**src/rtl/wb_manager_pkg.sv**
```systemverilog
// Shared types and default parameters for the queued Wishbone manager.
package wb_manager_pkg;

    typedef enum logic [1:0] {
        IDLE = 2'd0,
        BUS  = 2'd1,
        RESP = 2'd2
    } wbm_state_t;

    localparam int DEF_ADDR_W  = 32;
    localparam int DEF_DATA_W  = 32;
    localparam int DEF_QDEPTH  = 4;
    localparam int DEF_TIMEOUT = 255;

endpackage

```
**src/rtl/wb_req_fifo.sv**
```systemverilog
// Synchronous request FIFO; pointers carry an extra wrap bit so full and empty
// are told apart without a separate flag.
module wb_req_fifo #(
    parameter int WIDTH = 8,
    parameter int DEPTH = 4
) (
    input  logic                   clk,
    input  logic                   rst_n,
    input  logic                   push,
    input  logic                   pop,
    input  logic [WIDTH-1:0]       wdata,
    output logic [WIDTH-1:0]       rdata,
    output logic                   full,
    output logic                   empty,
    output logic [$clog2(DEPTH):0] count
);

    localparam int AW = $clog2(DEPTH);
    localparam logic [AW:0] PTR_ONE = (AW + 1)'(1);

    logic [WIDTH-1:0] mem [DEPTH];
    logic [AW:0]      wr_ptr;
    logic [AW:0]      rd_ptr;
    logic             do_push;
    logic             do_pop;

    assign do_push = push && !full;
    assign do_pop  = pop && !empty;
    assign count   = wr_ptr - rd_ptr;
    assign empty   = (wr_ptr == rd_ptr);
    assign full    = (wr_ptr[AW] != rd_ptr[AW]) && (wr_ptr[AW-1:0] == rd_ptr[AW-1:0]);
    assign rdata   = mem[rd_ptr[AW-1:0]];

    // NOTE: non-blocking assignments so both pointers update from pre-edge values.
    always_ff @(posedge clk or negedge rst_n) begin
        if (!rst_n) begin
            wr_ptr <= '0;
            rd_ptr <= '0;
        end else begin
            if (do_push) wr_ptr <= wr_ptr + PTR_ONE;
            if (do_pop)  rd_ptr <= rd_ptr + PTR_ONE;
        end
    end

    // NOTE: storage is deliberately not reset; an entry is only read after it is written.
    always_ff @(posedge clk) begin
        if (do_push) mem[wr_ptr[AW-1:0]] <= wdata;
    end

endmodule

```
**src/rtl/wishbone_queued_manager.sv**
```systemverilog
// Wishbone classic-cycle manager: queued CPU requests executed in order, one
// response pulse per request, and a bus timeout reported as an error.
module wishbone_queued_manager
    import wb_manager_pkg::*;
#(
    parameter int ADDR_W  = DEF_ADDR_W,
    parameter int DATA_W  = DEF_DATA_W,
    parameter int QDEPTH  = DEF_QDEPTH,
    parameter int TIMEOUT = DEF_TIMEOUT
) (
    input  logic                CLK,
    input  logic                nRST,
    input  logic                REQ_VALID_I,
    output logic                REQ_READY_O,
    input  logic                REQ_WE_I,
    input  logic [ADDR_W-1:0]   ADR_I,
    input  logic [DATA_W-1:0]   CPU_DAT_I,
    input  logic [DATA_W/8-1:0] SEL_I,
    output logic                RSP_VALID_O,
    output logic                RSP_WE_O,
    output logic                RSP_ERR_O,
    output logic [DATA_W-1:0]   CPU_DAT_O,
    output logic                BUSY_O,
    output logic [ADDR_W-1:0]   ADR_O,
    output logic [DATA_W-1:0]   DAT_O,
    output logic [DATA_W/8-1:0] SEL_O,
    output logic                WE_O,
    output logic                STB_O,
    output logic                CYC_O,
    input  logic [DATA_W-1:0]   DAT_I,
    input  logic                ACK_I
);

    localparam int SEL_W = DATA_W / 8;
    localparam int REQ_W = 1 + ADDR_W + DATA_W + SEL_W;
    localparam int CNT_W = $clog2(QDEPTH) + 1;
    localparam bit TMO_EN = (TIMEOUT > 0);
    localparam int TW = TMO_EN ? $clog2(TIMEOUT + 1) : 1;
    localparam logic [TW-1:0] TMO_LAST = TW'(TMO_EN ? TIMEOUT - 1 : 0);
    localparam logic [TW-1:0] TMO_ONE  = TW'(1);

    wbm_state_t       state;
    wbm_state_t       state_next;
    logic [REQ_W-1:0] q_head;
    logic             q_full;
    logic             q_empty;
    logic [CNT_W-1:0] q_count;
    logic             q_push;
    logic             q_pop;
    logic             cur_we;
    logic             err_q;
    logic [TW-1:0]    tmo_cnt;
    logic             ack_hit;
    logic             tmo_hit;

    assign REQ_READY_O = !q_full;
    assign q_push      = REQ_VALID_I && !q_full;
    assign ack_hit     = (state == BUS) && ACK_I;
    assign tmo_hit     = TMO_EN && (state == BUS) && !ACK_I && (tmo_cnt == TMO_LAST);
    assign q_pop       = ack_hit || tmo_hit;

    wb_req_fifo #(
        .WIDTH (REQ_W),
        .DEPTH (QDEPTH)
    ) u_req_fifo (
        .clk   (CLK),
        .rst_n (nRST),
        .push  (q_push),
        .pop   (q_pop),
        .wdata ({REQ_WE_I, ADR_I, CPU_DAT_I, SEL_I}),
        .rdata (q_head),
        .full  (q_full),
        .empty (q_empty),
        .count (q_count)
    );

    always_ff @(posedge CLK or negedge nRST) begin
        if (!nRST) state <= IDLE;
        else       state <= state_next;
    end

    // NOTE: default assignment first so no branch leaves state_next unassigned (no latch).
    always_comb begin
        state_next = state;
        case (state)
            IDLE:    if (!q_empty) state_next = BUS;
            BUS:     if (q_pop)    state_next = RESP;
            RESP:    state_next = IDLE;
            default: state_next = IDLE;
        endcase
    end

    // Bus strobes and response flags are pure functions of the registered state.
    always_comb begin
        CYC_O       = (state == BUS);
        STB_O       = (state == BUS);
        WE_O        = (state == BUS) && cur_we;
        RSP_VALID_O = (state == RESP);
        RSP_WE_O    = (state == RESP) && cur_we;
        RSP_ERR_O   = (state == RESP) && err_q;
        BUSY_O      = (q_count != '0) || (state != IDLE);
    end

    // Address, data and selects load from the queue head on BUS entry and hold until the next entry.
    always_ff @(posedge CLK or negedge nRST) begin
        if (!nRST) begin
            ADR_O     <= '0;
            DAT_O     <= '0;
            SEL_O     <= '0;
            cur_we    <= 1'b0;
            CPU_DAT_O <= '0;
            err_q     <= 1'b0;
            tmo_cnt   <= '0;
        end else begin
            case (state)
                IDLE: begin
                    if (!q_empty) begin
                        {cur_we, ADR_O, DAT_O, SEL_O} <= q_head;
                        tmo_cnt <= '0;
                    end
                end
                BUS: begin
                    if (ACK_I) begin
                        if (!cur_we) CPU_DAT_O <= DAT_I;
                        err_q <= 1'b0;
                    end else begin
                        tmo_cnt <= tmo_cnt + TMO_ONE;
                        if (tmo_hit) err_q <= 1'b1;
                    end
                end
                default: ;
            endcase
        end
    end

endmodule

```
**config.mk**
```make
export PLATFORM = sky130hd
export DESIGN_NAME = wishbone_queued_manager
export DESIGN_NICKNAME = d
export VERILOG_FILES = /design/src/rtl/wb_manager_pkg.sv /design/src/rtl/wb_req_fifo.sv /design/src/rtl/wishbone_queued_manager.sv
export SDC_FILE = /design/constraint.sdc
export NUM_CORES = 1
export LEC_CHECK = 0
export ABC_AREA = 1
export BUFFER_PORTS_ARGS = -buffer_cell sky130_fd_sc_hd__buf_2
export CAP_MARGIN = 30
export CELL_PAD_IN_SITES_DETAIL_PLACEMENT = 1
export CELL_PAD_IN_SITES_GLOBAL_PLACEMENT = 2
export CORE_ASPECT_RATIO = 0.5
export CORE_MARGIN = 1.5
export CORE_UTILIZATION = 35
export DETAILED_ROUTE_END_ITERATION = 12
export HOLD_SLACK_MARGIN = 0.03
export PLACE_DENSITY_LB_ADDON = 0.1
export SKIP_CTS_REPAIR_TIMING = 1
export SLEW_MARGIN = 15
export SYNTH_ARGS = -nofsm -noshare
export SYNTH_HDL_FRONTEND = slang
export SYNTH_SLANG_ARGS = --single-unit
```
**constraint.sdc**
```tcl
create_clock -name CLK -period 4.8 [get_ports CLK]
set_input_delay 0 -clock CLK [delete_from_list [all_inputs] [get_ports CLK]]
set_output_delay 0 -clock CLK [all_outputs]
set_load 0.01 [all_outputs]
```
* Yosys cells after proc, flatten, opt, wreduce, memory -nomap -nowiden *
Memory sizes are Yosys's and may differ from the RTL's. A register that Yosys moved wholly into a read port is not among the register bits.
Cells that the tools add are included.
Widths: inputs -> output; s select.

operators by class
  reduce and logical (&&, ||, !) cells = 26
  bitwise gates (word level) = 2
  equality and inequality tests = 9
  div/mod/pow operators = 0
  add/sub/neg operators = 4
  $lt $le $gt $ge = 0
  shift-type cells = 0
  muxes and demuxes = 10
  $mul = 0

operators with widths
  cell                 number
  $mux 8               2
  $pmux 8 s2           1
  $logic_and 1x1->1    10
  $add 8x1->8 const B  1
  $eq 8x8->1 const B   1
  $add 3x1->3 const B  2
  $reduce_and 2->1     3
  $reduce_and 3->1     2
  $reduce_bool 2->1    3
  $logic_not 1->1      4
  $mux 1               4
  $mux 2               2
  $ne 2x2->1 const B   2
  $pmux 2 s2           1
  $eq 3x3->1           1
  $reduce_bool 3->1    1
  $sub 3x3->3          1
  $eq 2x1->1 const B   1
  $eq 2x2->1           1
  $eq 2x2->1 const B   1
  $logic_not 2->1      1
  $logic_or 1x1->1     2
  $ne 2x1->1 const B   1
  $not 1->1            2
  $ne 1x1->1           1

storage, ports and cells
  bits in latches = 0
  logic and storage cells = 58
  RAM bits = 276
  register bits after elaboration = 49
  output and inout bits = 108
  memories = 1
  input port bits = 105
  bits in read-only memories = 0

memory list
  name            depth  bits a word  read ports  clocked after memory_dff  wr ports  RTL line           text
  u_req_fifo.mem  4      69           1           1                         1         wb_req_fifo.sv:21  logic [WIDTH-1:0] mem [DEPTH];

* Depth between registers and ports, before layout *
  word-level depth = 7
  mapped depth = 11
  mapped depth without buffers = 9

* Modules after synthesis *
A second synthesis with hierarchy kept.

second synthesis, totals
  cell total of the unflattened synthesis = 1,254
  area total of the unflattened synthesis = 15,302.2 µm²

modules (own cells, without submodules)
  module                   cells an instance  sequential area each (µm²)  area an instance (µm²)  instances
  wb_req_fifo              730                8,438.1                     10,762.8                1
  wishbone_queued_manager  524                2,802.7                     4,539.4                 1

* Worst setup path before layout *
Ideal clock, no wire load.

  path type = reg-to-reg
  start = register u_req_fifo.rd_ptr[1]
  end = memory u_req_fifo.mem[3][0] in the netlist's numbering, enable pin
  setup time = 0.498 ns
  data required time = 4.302 ns
  path slack = -0.193 ns
  clock period less this slack = 4.993 ns
  cell stages (with the launch flop) = 9
  path buffers = 1
  arrival = 4.494 ns
  path through = dfrtp_1 > inv_1 > clkbuf_1 > ha_1 > nand2_1 > inv_1 > nand3_1 > nand2_1 > nor2_1

between the ends
  cells in the longest elaborated chain, start to end = 7

RTL lines
  what                            RTL line                       text
  from (decl)                     wb_req_fifo.sv:23              logic [AW:0] rd_ptr;
  from (signal assigned)          wb_req_fifo.sv:41              if (do_pop) rd_ptr <= rd_ptr + PTR_ONE;
  $eq 2x2->1 *                    wb_req_fifo.sv:31              assign full = (wr_ptr[AW] != rd_ptr[AW]) && (wr_ptr[AW-1:0] == rd_ptr[AW-1:0]);
  $logic_and 1x1->1 *             wb_req_fifo.sv:31
  $logic_not 1->1 *               n/a
  via REQ_READY_O                 wishbone_queued_manager.sv:14  output logic REQ_READY_O,
  $logic_and 1x1->1               wishbone_queued_manager.sv:57  assign q_push = REQ_VALID_I && !q_full;
  $logic_and 1x1->1 *             wb_req_fifo.sv:27              assign do_push = push && !full;
  $mux 1 *                        wb_req_fifo.sv:47              if (do_push) mem[wr_ptr[AW-1:0]] <= wdata;
  $mux 1 (not written as such) *  wb_req_fifo.sv:47
  to (decl)                       wb_req_fifo.sv:21

The timed path passes the listed nets; every way through them passes the cells marked *.

* Worst setup path in the final report *
  start = register u_req_fifo.wr_ptr[0]
  end = memory u_req_fifo.mem[3][42] in the netlist's numbering, enable pin

between the ends
  cells in the longest elaborated chain, start to end = 7

RTL lines
  what                          RTL line                                          text
  from (decl)                   wb_req_fifo.sv:22                                 logic [AW:0] wr_ptr;
  from (signal assigned)        wb_req_fifo.sv:40                                 if (do_push) wr_ptr <= wr_ptr + PTR_ONE;
  $eq 2x2->1                    wb_req_fifo.sv:31
  $logic_and 1x1->1             wb_req_fifo.sv:31
  $logic_not 1->1               wb_req_fifo.sv:27, wishbone_queued_manager.sv:57
  $logic_and 1x1->1             wishbone_queued_manager.sv:57
  $logic_and 1x1->1             wb_req_fifo.sv:27
  $mux 1                        wb_req_fifo.sv:47
  $mux 1 (not written as such)  wb_req_fifo.sv:47

Parallel ways exist; a longest one is shown, timed or not.

==> qor.txt <==
Total grt overflow = 0
Register area share after synthesis = 74.3%
Sink Count = 394
Number of setup violations in the final report = 0
DIE AREA = 44600 um2
Std cell rows = 53
Die width = 297 um
Clock skew = 0.0234 ns
Avg WL per Cell = 18.4 um
All-Layer GR Usage = 17.5%
Most common cell after layout, fill and taps aside = nand2_1
RSZ-0062 raised after global routing = false
Layout fillers = 4499
Placed Cells = 1966
First-pass GRT wire length = 60.7 mm
Crit-path cells = inv_1 > ha_1 > nand2_1 > inv_1 > nand3_1 > nand2_1 > nor2_4 > buf_12
Diode count = 0
Initial DRC count = 432
CTS tree = yes
Critical Path Slowest Stage Cell = nor2_4
Met1 WL = 17.5 mm
WP buf/inv = 3
HPWL after DPL = 22.3 mm
Mapped cell area = 15100 um2
FMAX = 373 MHz
WL met2 = 20.1 mm
Final std cells w/o fill = 2140
Reg2Reg Setup Slack = 2.12 ns
Synth warn = 0
Worst Path Max Fanout = 54
Tmin final = 2.68 ns
Max Cap Viol = 0
Area Overhead vs Synth = 25.7%
Tot Pwr = 12.3 mW
Worst Path Arrival = 2.89 ns
Req. time, crit path = 5.00 ns
Yosys top cell area share = 54.8%
Root buf cell = clkbuf_16
Total CTS buffers = 39
Vias per cell = 4.82
Share of layout cells above drive strength 1 = 19.2%
WS Path Type = register to register
Worst Tran Pin Value = 0.923 ns
Die height = 150 um
Top post-synthesis cells by area = edfxtp_1 (55%), dfrtp_1 (20%), nand2_1 (7.5%)
Maximum number of pins on one net before global-route repair = 77
Core area = 42300 um2
Fin crit share = 55.9%
Status = complete, no violations
Design area = 19000 um2
Fin Setup TNS = 0 ns
Pwr dens = 646 nW/um2
Max VDD drop = 264 uV
Initial Utilization = 35.8%
Commonest non-fill, non-tap cells in the layout = nand2_1 (301), edfxtp_1 (276), buf_2 (211)
Avg Cell Area, Syn = 12.3 um2
Startpoint types = register
Worst-Skew Late Latency = 0.55 ns
Nets = 1648
DRT antenna net count = 0
Clk buf depth = 3
Top Layer Used = met4
Final Hold Vio Count = 0
Ports = 213
Vias in the first global route = 10.6k
Post-synth top area cell = edfxtp_1
Final Max Tran Viols = 0
Slew headroom = 38.5%
Routed WL = 39.3 mm
CP max stage delay = 0.57 ns
GP Congestion = 0.744
IO buf count = 212
Delay-heaviest family, CP = simple AND/OR/NAND/NOR gates
Static leakage = 7.72 nW
H-tree levels = 2
Layout Utilization = 44.9%
DRT Pass-1 Iters = 4
Register bit total from synthesis = 394
Syn_nets = 1344
Synth cell types = 28
Worst Hold Class = input port to async pin
Antenna violations before repair = 0
WL met3 = 1.26 mm
Clock-pin slew on the worst setup and hold paths = 0.06 ns
Vias = 10.3k
Synth Instances = 1229
DP Area = 16700 um2
Worst setup EP type = register
DRC viols = 0
==> through the flow <==
stage	setup slack, ns	hold slack (ns)
6_report	2.12	0.0873
3_3_place_gp	2.02	0.100
3_5_place_dp	2.08	0.115
4_1_cts	2.05	-0.466
2_1_floorplan	-0.178	-0.296
5_1_grt	1.86	0.135
==> power breakdown <==
| part | leakage [nW] | total, mW | switching [mW] | internal (mW) |
|---|---|---|---|---|
| clock network | 0.607 | 2.99 | 1.29 | 1.70 |
| registers | 4.00 | 5.05 | 0.352 | 4.70 |
| logic | 3.12 | 4.25 | 2.92 | 1.33 |
==> worst paths after layout <==
path / cells after the start / from / endpoint
worst max-delay path: 8 / u_req_fifo.wr_ptr[0]$_DFFE_PN0P_ / u_req_fifo.mem[3][42]$_DFFE_PP_
worst min-delay path: 2 / nRST / CPU_DAT_O[11]$_DFFE_PN0P_
worst max register to register: 8 / u_req_fifo.wr_ptr[0]$_DFFE_PN0P_ / u_req_fifo.mem[3][42]$_DFFE_PP_
worst min register to register: 2 / CPU_DAT_O[23]$_DFFE_PN0P_ / CPU_DAT_O[23]$_DFFE_PN0P_
max in group asynchronous: 3 / nRST / SEL_O[1]$_DFFE_PN0P_
min in group CLK: 3 / REQ_VALID_I / u_req_fifo.wr_ptr[0]$_DFFE_PN0P_
==> cell usage after synthesis (all sizes together) <==
library cell / count
nand3: 40
buf: 45
edfxtp: 276
inv: 18
nor3: 3
o21ai: 145
ha: 9
xnor2: 1
nor2: 162
xor2: 4
o22ai: 69
clkbuf: 23
nand2: 305
clkinv: 1
nand4: 4
dfrtp: 118
a21oi: 5
fa: 1
==> layout make-up <==
| type | instances | area, um2 | area share [%] |
|---|---|---|---|
| Multi-Input combinational cell | 748 | 3420 | 18.0 |
| Clock buffer | 55 | 1090 | 5.71 |
| Sequential cell | 394 | 11200 | 59.1 |
| Tap cell | 577 | 722 | 3.80 |
| Clock inverter | 16 | 148 | 0.777 |
| Inverter | 19 | 76.3 | 0.401 |
| Timing Repair Buffer | 331 | 2320 | 12.2 |
==> kinds of logic (layout without fill, tap and decap cells) <==
family          after synthesis  in the layout  synth area share (%)
simple gates                514            514                  13.4
flops                       394            394                  74.3
fa+ha+maj                    10             10                 0.877
xor+xnor                      5              5                 0.289
buf+inv                      87            421                  3.28
compound gates              219            219                  7.82
==> worst register-to-register path, cell delays in order, from the launching register on <==
cell	delay, ns
dfrtp_1	0.41
inv_1	0.14
ha_1	0.26
nand2_1	0.07
inv_1	0.06
nand3_1	0.09
nand2_1	0.30
nor2_4	0.58
buf_12	0.39
==> layer usage <==
metal,track usage [%],vias to the layer above
met5,0,-
met2,31.3,153
met1,22.4,5216
li1,-,4900
met4,3.62,0
met3,3.01,50
==> registers in the layout, indices dropped and copies added, names as in the netlist <==
name               flops
u_req_fifo.rd_ptr      3
ADR_O                 32
state                  2
tmo_cnt                8
SEL_O                  4
DAT_O                 32
err_q                  1
u_req_fifo.mem       276
CPU_DAT_O             32
u_req_fifo.wr_ptr      3
cur_we                 1
No activity file was read; power rests on OpenSTA's default activity.
